## config.mk

```make
export PLATFORM = sky130hd
export DESIGN_NAME = stopwatch_ctrl_flat
export DESIGN_NICKNAME = d
export VERILOG_FILES = /design/src/rtl/stopwatch_if.sv /design/src/rtl/stopwatch_ctrl.sv /design/src/flat_wrapper.sv
export SDC_FILE = /design/constraint.sdc
export NUM_CORES = 1
export LEC_CHECK = 0
export BUFFER_PORTS_ARGS = -buffer_cell sky130_fd_sc_hd__buf_2
export CAP_MARGIN = 20
export CORE_MARGIN = 1
export CORE_UTILIZATION = 30
export DETAILED_ROUTE_END_ITERATION = 16
export GPL_ROUTABILITY_DRIVEN = 0
export PLACE_DENSITY_LB_ADDON = 0.15
export REMOVE_ABC_BUFFERS = 1
export SLEW_MARGIN = 20
export SYNTH_ARGS = -nofsm -noshare
export SYNTH_HDL_FRONTEND = slang
export SYNTH_SLANG_ARGS = --single-unit
```

## constraint.sdc

```tcl
create_clock -name clk -period 2.2 [get_ports clk]
set_clock_uncertainty 0.05 [all_clocks]
set_input_delay 0.11 -clock clk [delete_from_list [all_inputs] [get_ports clk]]
set_output_delay 0.11 -clock clk [all_outputs]
set_load 0.05 [all_outputs]
```

## src/rtl/stopwatch_if.sv

```systemverilog
// User-side signal bundle of the stopwatch controller: buttons, preset digits in,
// displayed digits and status out.
interface stopwatch_if;
    logic       start_btn;
    logic       stop_btn;
    logic       mode;
    logic       load;
    logic [3:0] A;
    logic [3:0] B;
    logic [3:0] C;
    logic [3:0] D;
    logic [3:0] M1;
    logic [3:0] M0;
    logic [3:0] S1;
    logic [3:0] S0;
    logic       running;
    logic       done;
    logic [1:0] state;

    modport master (
        output start_btn, stop_btn, mode, load, A, B, C, D,
        input  M1, M0, S1, S0, running, done, state
    );

    modport slave (
        input  start_btn, stop_btn, mode, load, A, B, C, D,
        output M1, M0, S1, S0, running, done, state
    );
endinterface

```

## src/rtl/stopwatch_ctrl.sv

```systemverilog
// Stopwatch sequencer: MM:SS BCD up/down timer with preset load, start/pause/clear
// from button edges, and a TICK_DIV-cycle one-second prescaler.
module stopwatch_ctrl #(
    parameter int TICK_DIV = 50000000
) (
    input  logic       clk,
    input  logic       reset,
    stopwatch_if.slave sw
);
    localparam int            PW      = $clog2(TICK_DIV);
    localparam logic [PW-1:0] PRE_MAX = PW'(TICK_DIV - 1);

    typedef enum logic [1:0] {
        IDLE  = 2'd0,
        RUN   = 2'd1,
        PAUSE = 2'd2,
        DONE  = 2'd3
    } state_t;

    state_t        st;
    logic          start_q, stop_q, mode_q;
    logic [PW-1:0] pre;
    logic [3:0]    m1, m0, s1, s0;
    logic          running_q, done_q;

    logic          start_ev, stop_ev, tick, terminal;
    logic [3:0]    n_m1, n_m0, n_s1, n_s0;

    assign start_ev = sw.start_btn & ~start_q;
    assign stop_ev  = sw.stop_btn  & ~stop_q;
    assign tick     = (pre == PRE_MAX);

    function automatic logic [3:0] clamp(input logic [3:0] v, input logic [3:0] lim);
        return (v > lim) ? lim : v;
    endfunction

    // Next display value one second later in the latched direction, with the
    // carry/borrow ripple and terminal-count detection.
    always_comb begin
        // NOTE: every output gets a default first so no path leaves a latch behind.
        n_m1     = m1;
        n_m0     = m0;
        n_s1     = s1;
        n_s0     = s0;
        terminal = 1'b0;
        if (!mode_q) begin
            if (s0 != 4'd9) n_s0 = s0 + 4'd1;
            else begin
                n_s0 = 4'd0;
                if (s1 != 4'd5) n_s1 = s1 + 4'd1;
                else begin
                    n_s1 = 4'd0;
                    if (m0 != 4'd9) n_m0 = m0 + 4'd1;
                    else begin
                        n_m0 = 4'd0;
                        n_m1 = (m1 == 4'd5) ? 4'd0 : m1 + 4'd1;
                    end
                end
            end
            terminal = (n_m1 == 4'd5) && (n_m0 == 4'd9) && (n_s1 == 4'd5) && (n_s0 == 4'd9);
        end else begin
            if (s0 != 4'd0) n_s0 = s0 - 4'd1;
            else begin
                n_s0 = 4'd9;
                if (s1 != 4'd0) n_s1 = s1 - 4'd1;
                else begin
                    n_s1 = 4'd5;
                    if (m0 != 4'd0) n_m0 = m0 - 4'd1;
                    else begin
                        n_m0 = 4'd9;
                        n_m1 = (m1 == 4'd0) ? 4'd5 : m1 - 4'd1;
                    end
                end
            end
            terminal = (n_m1 == 4'd0) && (n_m0 == 4'd0) && (n_s1 == 4'd0) && (n_s0 == 4'd0);
        end
    end

    always_ff @(posedge clk or negedge reset) begin
        if (!reset) begin
            st        <= IDLE;
            start_q   <= 1'b0;
            stop_q    <= 1'b0;
            mode_q    <= 1'b0;
            pre       <= '0;
            m1        <= 4'd0;
            m0        <= 4'd0;
            s1        <= 4'd0;
            s0        <= 4'd0;
            running_q <= 1'b0;
            done_q    <= 1'b0;
        end else begin
            // NOTE: non-blocking throughout, so every branch sees pre-edge values.
            start_q <= sw.start_btn;
            stop_q  <= sw.stop_btn;
            case (st)
                IDLE: begin
                    if (sw.load) begin
                        m1 <= clamp(sw.A, 4'd5);
                        m0 <= clamp(sw.B, 4'd9);
                        s1 <= clamp(sw.C, 4'd5);
                        s0 <= clamp(sw.D, 4'd9);
                    end
                    if (start_ev && !stop_ev) begin
                        mode_q <= sw.mode;
                        pre    <= '0;
                        if (sw.mode && {m1, m0, s1, s0} == 16'h0000) begin
                            st     <= DONE;
                            done_q <= 1'b1;
                        end else begin
                            st        <= RUN;
                            running_q <= 1'b1;
                        end
                    end
                end
                RUN: begin
                    pre <= tick ? '0 : pre + 1'b1;
                    if (tick) begin
                        m1 <= n_m1;
                        m0 <= n_m0;
                        s1 <= n_s1;
                        s0 <= n_s0;
                    end
                    // Terminal count beats a coincident pause request.
                    if (tick && terminal) begin
                        st        <= DONE;
                        running_q <= 1'b0;
                        done_q    <= 1'b1;
                    end else if (stop_ev) begin
                        st        <= PAUSE;
                        running_q <= 1'b0;
                    end
                end
                PAUSE: begin
                    if (stop_ev) begin
                        st  <= IDLE;
                        pre <= '0;
                        m1  <= 4'd0;
                        m0  <= 4'd0;
                        s1  <= 4'd0;
                        s0  <= 4'd0;
                    end else if (start_ev) begin
                        st        <= RUN;
                        running_q <= 1'b1;
                    end
                end
                DONE: begin
                    if (stop_ev) begin
                        st     <= IDLE;
                        done_q <= 1'b0;
                        m1     <= 4'd0;
                        m0     <= 4'd0;
                        s1     <= 4'd0;
                        s0     <= 4'd0;
                    end
                end
                default: st <= IDLE;
            endcase
        end
    end

    assign sw.M1      = m1;
    assign sw.M0      = m0;
    assign sw.S1      = s1;
    assign sw.S0      = s0;
    assign sw.running = running_q;
    assign sw.done    = done_q;
    assign sw.state   = st;
endmodule

```

## src/flat_wrapper.sv

```systemverilog
// flat-port wrapper written by rule: the top's interface ports become plain ports
module stopwatch_ctrl_flat 
#(
    parameter int TICK_DIV = 50000000
)
  (clk, reset, sw_start_btn, sw_stop_btn, sw_mode, sw_load, sw_A, sw_B, sw_C, sw_D, sw_M1, sw_M0, sw_S1, sw_S0, sw_running, sw_done, sw_state);
  stopwatch_if sw_i ();
  input  logic clk;
  input  logic reset;
  input wire logic [$bits(sw_i.start_btn)-1:0] sw_start_btn;
  input wire logic [$bits(sw_i.stop_btn)-1:0] sw_stop_btn;
  input wire logic [$bits(sw_i.mode)-1:0] sw_mode;
  input wire logic [$bits(sw_i.load)-1:0] sw_load;
  input wire logic [$bits(sw_i.A)-1:0] sw_A;
  input wire logic [$bits(sw_i.B)-1:0] sw_B;
  input wire logic [$bits(sw_i.C)-1:0] sw_C;
  input wire logic [$bits(sw_i.D)-1:0] sw_D;
  output wire logic [$bits(sw_i.M1)-1:0] sw_M1;
  output wire logic [$bits(sw_i.M0)-1:0] sw_M0;
  output wire logic [$bits(sw_i.S1)-1:0] sw_S1;
  output wire logic [$bits(sw_i.S0)-1:0] sw_S0;
  output wire logic [$bits(sw_i.running)-1:0] sw_running;
  output wire logic [$bits(sw_i.done)-1:0] sw_done;
  output wire logic [$bits(sw_i.state)-1:0] sw_state;
  assign sw_i.start_btn = sw_start_btn;
  assign sw_i.stop_btn = sw_stop_btn;
  assign sw_i.mode = sw_mode;
  assign sw_i.load = sw_load;
  assign sw_i.A = sw_A;
  assign sw_i.B = sw_B;
  assign sw_i.C = sw_C;
  assign sw_i.D = sw_D;
  assign sw_M1 = sw_i.M1;
  assign sw_M0 = sw_i.M0;
  assign sw_S1 = sw_i.S1;
  assign sw_S0 = sw_i.S0;
  assign sw_running = sw_i.running;
  assign sw_done = sw_i.done;
  assign sw_state = sw_i.state;
  stopwatch_ctrl #(.TICK_DIV(TICK_DIV)) u_core (.clk(clk), .reset(reset), .sw(sw_i));
endmodule
```

==> run_results.csv, run 1 <==
group,metric,value,unit
power,p_seq_share,26.6,%
sta,worst_slack,0.1265,ns
power,power_frac_comb,52.5,%
sta,timing.final.crit_share,94.25,%
sta,relSlewSlack,60.94,%
sta,finalHoldViolCount,0,
sta,max_freq,482.3,MHz
yosys,synthCells,410,
setup_path,crit_path_start_kind,"register",
power,pwr_density_cell,1127,nW/µm²
global_route,grt_pass1_wl,16.70,mm
floorplanning,pin_count,42,
final_layout,syn_to_final_growth,25.54,%
route,drc,0,
floorplanning,start_util,31.27,%
placement,dp_cells,609,
yosys,yosysUniqueCellTypes,68,
clock_network,cts_sinks,49,
clock_network,clk_latency,0.29,ns
route,wl,10.22,mm
yosys,synth-warning-count,0,
floorplanning,die_w,109.0,µm
route,detail-route-antenna-nets,0,
global_route,grt-ovfl-total,0,
sta,fin_crit,2.074,ns
global_route,grt_use_total,18.10,%
route,routedWlPerCell,16.46,µm
power,p_leak,1.800,nW
yosys,synth_flop_cell,"dfrtp_1",
clock_network,clockBufferDepth,2,
power,p_switching,2.181,mW
route,drtIter0Drc,204,
setup_path,worstPathRequired,2.36,ns
placement,dpl_cell_area,3996,µm²
clock_network,cts_made_buffers,5,
setup_path,timing.setup.critical_path_class,"reg -> reg",
clock_network,htree_levels,2,
sta,tns,0,ns
setup_path,timing.critical_path.arrival,2.24,ns
status,status,"complete, no violations",
power,ir_drop,0.0008334,V
flow_run,maxCapViolations,0,
final_layout,drive_above_1_share,25.57,%
placement,numPortBuffers,41,
clock_network,cts_tree,"built",
setup_path,endpoint_kind,"register",
floorplanning,fp.dieH,109.0,µm
route,via_count,3361,
global_route,grt_max_degree,30,
setup_path,path_max_fanout,4,
yosys,synth-seq-cells,49,
final_layout,most-common-layout-cells,"nor2_1, dfrtp_1, buf_4",
final_layout,final_common_cell,"nor2_1",
floorplanning,rows,38,
power,p_int,2.677,mW
placement,hpwl,7.614,mm
worst_hold_path,hold_class,"in -> reg",
final_layout,stdcell_area,4312,µm²
route,firstDrtPassIters,4,
yosys,synth_edf_count,0,
clock_network,root_buffer,"clkbuf_16",
final_layout,fin_nets,503,
final_layout,antenna_cells,0,
global_route,first_global_vias,3316,
final_layout,layoutNonFillerInstCount,621,
sta,drv_slew,0,
floorplanning,die-area,11880,µm²
yosys,ys_seq_area_share,35.70,%
power,p_sw_share,44.90,%
final_layout,nFillCells,1108,
clock_network,path_clk_slew,0.07,ns
sta,rsz0062_at_grt,"yes",
route,routed_via_density,5.412,
floorplanning,coreArea,10980,µm²
global_route,antenna_found_initial,0,
yosys,async_flop_share,100.0,%
placement,pre_cts_ws,0.06101,ns
yosys,syn_area,3435,µm²
power,pwr-share-clk,20.9,%
sta,setup_viol,0,
yosys,syn_avg_cell_area,8.377,µm²
sta,tightest_slew,0.5859,ns
final cells by class:
cell class                 instances  area, µm²  share of cell area [%]
tap                              140      175.2                   4.063
multi-input combinational        321       2028                   47.04
clock inverter                     3      68.82                   1.596
timing repair buffer              92      645.6                   14.97
sequential                        49       1227                   28.47
clock buffer                       5      125.1                   2.902
inverter                          11      41.29                  0.9576
power by group through the flow:
stage	clock network, mW	registers (mW)	logic, mW
after floorplan	0	1.88	0.919
after global placement	0	1.29	2.46
after CTS	1.05	1.27	2.48
after detailed placement	0	1.29	2.47
final	1.02	1.29	2.55
after global routing	1.09	1.32	2.78
metrics by stage:
| step | power (mW) | hold slack (ns) | utilization [%] |
|---|---|---|---|
| after floorplan | 2.804 | -0.2356 | - |
| after global placement | 3.748 | 0.1001 | 36.39 |
| after detailed placement | 3.764 | 0.09983 | 36.39 |
| after CTS | 4.805 | 0.02764 | 38.43 |
| after global routing | 5.188 | 0.06642 | 39.26 |
| final | 4.858 | 0.03668 | 39.26 |
final timing paths:
| check | from | to | slack (ns) | cells past startpoint |
|---|---|---|---|---|
| worst min-delay path | sw_B[0] | u_core.sw.M0[0]$_DFFE_PN0P_ | 0.04 | 3 |
| worst max register to register | u_core.sw.S1[0]$_DFFE_PN0P_ | u_core.sw.done$_DFFE_PN0P_ | 0.13 | 6 |
| worst min register to register | u_core.pre[3]$_DFFE_PN0P_ | u_core.pre[3]$_DFFE_PN0P_ | 0.49 | 1 |
| worst max-delay path | u_core.sw.S1[0]$_DFFE_PN0P_ | u_core.sw.done$_DFFE_PN0P_ | 0.13 | 6 |
| max in group asynchronous | reset | u_core.pre[18]$_DFFE_PN0P_ | 1.24 | 3 |
| min in group asynchronous | reset | u_core.sw.M1[3]$_DFFE_PN0P_ | 0.30 | 2 |
cell usage after synthesis, types with 3 or more instances:
cell type,instances,area (µm²)
a211oi_1,3,22.52
a21oi_1,23,115.1
a22o_1,3,26.28
a31oi_1,6,37.54
and3_1,8,50.05
clkbuf_1,16,60.06
clkbuf_8,5,68.82
dfrtp_1,49,1226
inv_1,11,41.29
nand2_1,37,138.9
nand2b_1,9,56.30
nand3_1,15,75.07
nand3b_1,3,22.52
nand4_1,11,68.82
nor2_1,50,187.7
nor2b_1,4,25.02
nor3_1,17,85.08
nor3b_1,6,45.04
nor4_1,7,43.79
nor4b_1,7,61.31
o211ai_1,5,37.54
o21ai_0,28,140.1
o21bai_1,3,22.52
o22ai_1,3,18.77
o2bb2ai_1,3,26.28
o31ai_1,6,45.04
or3_1,3,18.77
xnor2_1,17,148.9
cells by family after synthesis:
kind of cell,after synthesis,share of synthesized area [%]
adders and majority gates,1,0.3642
buffers and inverters,40,7.650
and+or+nand+nor,192,30.42
AOI/OAI and AO/OA,107,20.37
muxes,2,0.6557
xor gates and xnor gates,19,4.845
DFF,49,35.70
layer usage:
metal  part of all wire (%)  GRT usage [%]  up-vias
met4                    1.5          5.888        0
met2                     50          31.63       87
li1                       -              -     1633
met1                     44          22.88     1628
met3                    4.1          2.391       13
met5                      0              0        -
sequential cells by signal, indices dropped and copies added, names as in the netlist:
name / count
u_core.sw.running: 1
u_core.stop_q: 1
u_core.sw.M1: 4
u_core.sw.S0: 4
u_core.sw.M0: 4
u_core.mode_q: 1
u_core.sw.state: 2
u_core.sw.S1: 4
u_core.start_q: 1
u_core.sw.done: 1
u_core.pre: 26
critical path: stages (launching register included):
cell and delay [ns]:
dfrtp_1 0.38, or4_4 0.55, nor4b_4 0.27, and3_4 0.27, nand4b_4 0.11, or2_0 0.21, a31oi_1 0.15
timing repair:
action	CTS	global route
buffers inserted	0	1
endpoints found under the setup margin	0	19
endpoints found under the hold margin	24	0
hold buffers	3	0
gates resized for setup	0	18
No activity file was read; power rests on OpenSTA's default activity.
==> run 2, diff against run 1 <==
Settings changed: ABC_AREA set to 1.
==> run 2 against run 1 <==
  * Sequential power increased by 10%
  * Non-clock buffer count decreased by 18
  * Power increased by 26%
  * Sequential cell count unchanged
  * Die area increased by 8.1%
  * Via count increased by 13%
  * Design area increased by 5.9%
  * Hold slack improved by 0.0084 ns
  * Utilization decreased by 1.4 points
  * Global-route usage about the same
  * Area after synthesis increased by 8.2%
  * Worst setup slack got worse by 0.030 ns
==> run_results.csv, run 2 <==
group,metric,value,unit
status,status,"complete, no violations",
global_route,grt_use_total,18.10,%
route,drtIter0Drc,245,
floorplanning,rows,40,
global_route,grt_max_degree,27,
floorplanning,start_util,30.82,%
sta,fin_crit,2.104,ns
sta,setup_viol,0,
yosys,yosysTopAreaCell,"dfrtp_1",
final_layout,largest_reg_flops,26,
setup_path,crit_path_frequent_cell,"nand2_1",
sta,timing.final.crit_share,95.63,%
worst_hold_path,hold_class,"in -> reg",
power,pwr_density_cell,1335,nW/µm²
sta,finalHoldViolCount,0,
placement,pre_cts_ws,0.09048,ns
route,routed_via_density,4.960,
placement,hpwl,8.339,mm
setup_path,timing.setup.critical_path_class,"reg -> reg",
yosys,synth-simple-area-share,40.42,%
final_layout,drive_above_1_share,26.71,%
route,wl,11.04,mm
yosys,netlist_top_cells_count,"nand2_1, nor2_1, inv_1",
global_route,first_global_vias,3482,
floorplanning,coreArea,12060,µm²
yosys,synthMuxAreaShare,0,%
setup_path,slowest_stage,"dfrtp_2",
route,via_count,3804,
route,detail-route-antenna-nets,0,
route,routedWlPerCell,14.39,µm
route,firstDrtPassIters,5,
setup_path,cp_cell_sequence,"inv_4, nand2_4, nor2_8, nand2_4, nor2_4, nor2_1, nor2_2, nand3_1, nor2_1, nand2_1, nand2_2, nand2_2, nand3_2, nand2_1, nand2_1, nand2_1",
final_layout,final_common_cell,"nand2_1",
yosys,synth-seq-cells,49,
final_layout,layoutNonFillerInstCount,767,
final_layout,antenna_cells,0,
global_route,antenna_found_initial,0,
sta,relSlewSlack,58.82,%
final_layout,nFillCells,1329,
flow_run,maxCapViolations,0,
yosys,synth_area_leaders,"dfrtp_1, nand2_1, nor2_1",
placement,dp_cells,752,
clock_network,clockBufferDepth,2,
clock_network,cts_made_buffers,5,
clock_network,clk_latency,0.30,ns
final_layout,top_register,"u_core.pre",
setup_path,endpoint_kind,"register",
sta,worst_slack,0.09606,ns
power,ir_drop,0.0006298,V
yosys,synthCells,528,
route,drc,0,
setup_path,worstPathRequired,2.34,ns
yosys,synth_flop_cell,"dfrtp_1",
floorplanning,fp.dieH,113.3,µm
clock_network,root_buffer,"clkbuf_16",
yosys,syn_avg_cell_area,7.040,µm²
setup_path,crit_path_max_incr_delay,0.49,ns
yosys,synth_top_family_by_area,"simple AND/OR/NAND/NOR gates",
clock_network,htree_levels,2,
yosys,synth-warning-count,0,
power,p_leak,2.121,nW
yosys,synth_compound_area_share,16.73,%
sta,tightest_slew,0.6177,ns
clock_network,cts_sinks,49,
setup_path,crit_path_start_kind,"register",
global_route,grt_pass1_wl,18.11,mm
sta,max_freq,475.3,MHz
floorplanning,die_w,113.3,µm
yosys,yosysUniqueCellTypes,56,
final_layout,fin_nets,621,
yosys,synth_fa_ha_area_share,0.3366,%
sta,tns,0,ns
yosys,synth_top_cell_area_share,32.99,%
floorplanning,die-area,12840,µm²
clock_network,cts_tree,"built",
clock_network,path_clk_slew,0.07,ns
setup_path,path_max_fanout,8,
power,power.total,6.099,mW
yosys,yosys.area_share.xor_xnor,1.178,%
yosys,syn_area,3717,µm²
yosys,synth_edf_count,0,
placement,numPortBuffers,41,
floorplanning,pin_count,42,
sta,drv_slew,0,
yosys,async_flop_share,100.0,%
sta,rsz0062_at_grt,"yes",
yosys,ys_seq_area_share,32.99,%
setup_path,timing.critical_path.arrival,2.25,ns
final_layout,most-common-layout-cells,"nand2_1, nor2_1, inv_1",
global_route,grt-ovfl-total,0,
final_layout,syn_to_final_growth,22.89,%
yosys,yosysMostFrequentCell,"nand2_1",
[run 2: kinds of logic (layout without fill, tap and decap cells)]
| kind of cell | after synthesis | in the layout |
|---|---|---|
| XOR/XNOR | 5 | 5 |
| AND/OR/NAND/NOR | 300 | 300 |
| adder cells (fa/ha/maj) | 1 | 1 |
| buffers and inverters | 78 | 149 |
| AO/OA/AOI/OAI | 95 | 95 |
| flip-flops | 49 | 49 |
[run 2: timing repair]
| item | 4_1_cts | 5_1_grt |
|---|---|---|
| hold endpoints to repair | 25 | 0 |
| setup buffers | 0 | 4 |
| hold buffers | 3 | 0 |
| endpoints found under the setup margin | 0 | 13 |
| gates resized for setup | 0 | 19 |
[run 2: critical path, delay by kind of cell, from the launching register on]
family                 cells  cell delay, ns
AND/OR/NAND/NOR           15            1.35
buffers and inverters      1            0.10
flip-flops                 1            0.49
[run 2: layer usage]
metal / track usage [%] / wire (µm)
met5: 0 / 0
met4: 5.263 / 170
met3: 2.303 / 545
met2: 26.75 / 4682
met1: 27.30 / 5639
[run 2: metrics by stage]
stage / utilization, % / instance area, µm² / hold WS [ns]
finish: 37.87 / 4568 / 0.04509
detailed placement: 35.50 / 4282 / 0.1139
global placement: 35.50 / 4282 / 0.1126
floorplan: - / 3659 / -0.2356
CTS: 37.03 / 4467 / 0.03868
global route: 37.87 / 4568 / 0.06889
[run 2: path summary, 6_finish.rpt]
check / startpoint / end / slack, ns / depth (start not counted)
min in group asynchronous: reset / u_core.pre[18]$_DFFE_PN0P_ / 0.30 / 2
min: sw_B[0] / u_core.sw.M0[0]$_DFFE_PN0P_ / 0.05 / 3
min reg2reg: u_core.sw.done$_DFFE_PN0P_ / u_core.sw.done$_DFFE_PN0P_ / 0.44 / 2
max: u_core.sw.S0[2]$_DFFE_PN0P_ / u_core.sw.state[0]$_DFFE_PN0P_ / 0.1 / 16
max reg2reg: u_core.sw.S0[2]$_DFFE_PN0P_ / u_core.sw.state[0]$_DFFE_PN0P_ / 0.1 / 16
max in group asynchronous: reset / u_core.sw.S0[3]$_DFFE_PN0P_ / 1.23 / 3
[run 2: final cells by class]
type	instances	area, µm²	share of cell area (%)
clock inverters	2	16.27	0.3561
multi-input cells	401	2242	49.08
flip-flops and latches	49	1231	26.95
clock buffers	6	138.9	3.040
repair buffers	74	473.0	10.35
well taps	168	210.2	4.601
inverters	67	256.5	5.615
[run 2: power breakdown]
| part | internal, mW | switching (mW) | total, mW | leakage [nW] |
|---|---|---|---|---|
| Sequential | 1.12 | 0.306 | 1.42 | 0.637 |
| Clock | 0.458 | 0.388 | 0.846 | 0.0735 |
| Combinational | 1.20 | 2.62 | 3.83 | 1.41 |
==> run 3, diff against run 2 <==
Settings changed: SETUP_SLACK_MARGIN set to 0.3.
==> run 3 against run 2 <==
  * First-iteration DRC count decreased by 4.1%
  * Utilization up 8.0 points
  * Maximum frequency rose by 0.75%
  * Sequential cell count did not move
  * Via count grew 8.4%
  * Highest routed layer unchanged
  * Count of clock-buffer cells in the layout did not move
  * Largest cell class unchanged
  * Die area stayed put
  * Sequential share of layout area decreased by 4.6 points
  * Worst setup slack improved by 0.016 ns
  * Combinational power grew 34%
==> run_results.csv, run 3 (synthesis gave the netlist of run 2 again) <==
group,metric,value,unit
final_layout,drive_above_1_share,44.12,%
sta,hold_slack,0.05850,ns
final_layout,most-common-layout-cells,"nand2_1, buf_4, nor2_1",
sta,relSlewSlack,58.45,%
route,drtIter0Drc,235,
route,drc,0,
sta,timing.final.crit_share,94.92,%
global_route,grt_pass1_wl,19.44,mm
placement,numPortBuffers,41,
clock_network,cts_made_buffers,5,
power,p_leak,2.604,nW
final_layout,final_common_cell,"nand2_1",
final_layout,fin_nets,677,
global_route,grt-ovfl-total,0,
route,firstDrtPassIters,4,
sta,finalHoldViolCount,0,
clock_network,clockBufferDepth,2,
clock_network,root_buffer,"clkbuf_16",
global_route,antenna_found_initial,0,
status,status,"complete, no violations",
clock_network,cts_tree,"built",
setup_path,worstPathRequired,2.35,ns
floorplanning,start_util,30.82,%
power,power.total,7.419,mW
power,pwr_density_cell,1341,nW/µm²
final_layout,largest_reg_flops,26,
floorplanning,rows,40,
setup_path,crit_path_start_kind,"register",
clock_network,clk_latency,0.31,ns
floorplanning,pin_count,42,
placement,hpwl,8.339,mm
sta,tightest_slew,0.6233,ns
global_route,grt_use_total,19.34,%
floorplanning,die_w,113.3,µm
setup_path,endpoint_kind,"register",
floorplanning,fp.dieH,113.3,µm
clock_network,path_clk_slew,0.07,ns
route,routed_via_density,5.010,
route,detail-route-antenna-nets,0,
sta,fin_crit,2.088,ns
sta,setup_viol,0,
clock_network,htree_levels,2,
global_route,grt_max_degree,27,
sta,max_freq,478.9,MHz
global_route,met3_usage,2.303,%
worst_hold_path,hold_class,"in -> reg",
global_route,busiest_layer,"met2",
final_layout,top_register,"u_core.pre",
global_route,met1_usage,28.24,%
flow_run,maxCapViolations,0,
setup_path,timing.setup.critical_path_class,"reg -> reg",
route,wl,12.48,mm
floorplanning,coreArea,12060,µm²
setup_path,timing.critical_path.arrival,2.24,ns
global_route,grtUsageMet2,29.33,%
power,ir_drop,0.0006748,V
floorplanning,die-area,12840,µm²
global_route,first_global_vias,3808,
final_layout,syn_to_final_growth,48.87,%
clock_network,cts_sinks,49,
route,routedWlPerCell,15.16,µm
sta,drv_slew,0,
sta,rsz0062_at_grt,"yes",
setup_path,path_max_fanout,6,
route,via_count,4123,
final_layout,antenna_cells,0,
run 3: layer usage:
layer,wire [µm],vias up
met5,0,-
met4,343,0
met3,576,28
met2,5522,122
met1,6033,1936
li1,-,2037
run 3: power by group:
group          internal (mW)  switching, mW  total (mW)
registers               1.12          0.319        1.44
clock network          0.459          0.400       0.859
logic                   1.95           3.17        5.12
total                   3.53           3.89        7.42
run 3: stage by stage:
| step | setup WS (ns) | area [µm²] | cells | util [%] | TNS [ns] |
|---|---|---|---|---|---|
| floorplan | -0.1546 | 3659 | 517 | - | -1.646 |
| global placement | 0.08561 | 4282 | 752 | 35.50 | 0 |
| detailed placement | 0.09048 | 4282 | 752 | 35.50 | 0 |
| CTS | 0.1551 | 4946 | 803 | 41.01 | 0 |
| global route | -0.04668 | 5534 | 823 | 45.88 | -0.1025 |
| finish | 0.1117 | 5534 | 823 | 45.88 | 0 |
run 3: worst max-delay path, cell delays in order, from the launching register on:
cell,delay (ns)
dfrtp_2,0.45
buf_12,0.14
nor2_4,0.13
nand2_4,0.11
nor2_8,0.18
inv_2,0.06
nand2_2,0.06
nand2_2,0.06
nor2_2,0.10
nand2_1,0.06
nor2_1,0.10
nand2_1,0.07
nand2_2,0.09
nand2_4,0.07
nand3_4,0.08
nand2_1,0.05
nand2_1,0.06
nand2_1,0.04
run 3: layout make-up:
cell class	instances	area, µm²
Clock buffer	6	138.9
Timing Repair Buffer	129	1012
Sequential cell	49	1236
Multi-Input combinational cell	402	2651
Inverter	67	269.0
Tap cell	168	210.2
Fill cell	1241	6528
Clock inverter	2	16.27
run 3: worst paths after layout:
| path | from | endpoint | slack (ns) | cells after the start |
|---|---|---|---|---|
| worst min register to register | u_core.sw.done$_DFFE_PN0P_ | u_core.sw.done$_DFFE_PN0P_ | 0.45 | 2 |
| max in group asynchronous | reset | u_core.sw.S0[3]$_DFFE_PN0P_ | 1.23 | 3 |
| worst max-delay path | u_core.sw.S0[2]$_DFFE_PN0P_ | u_core.sw.state[0]$_DFFE_PN0P_ | 0.11 | 17 |
| worst min-delay path | sw_B[0] | u_core.sw.M0[0]$_DFFE_PN0P_ | 0.06 | 3 |
| min in group asynchronous | reset | u_core.pre[18]$_DFFE_PN0P_ | 0.30 | 2 |
| worst max register to register | u_core.sw.S0[2]$_DFFE_PN0P_ | u_core.sw.state[0]$_DFFE_PN0P_ | 0.11 | 17 |
run 3: what timing repair did:
item | in CTS | in global routing
endpoints found under the hold margin | 25 | 0
gates cloned | 1 | 0
buffers inserted | 39 | 20
pin swaps | 27 | 44
setup endpoints to repair | 25 | 36
resized for setup | 41 | 119
hold buffers | 3 | 0
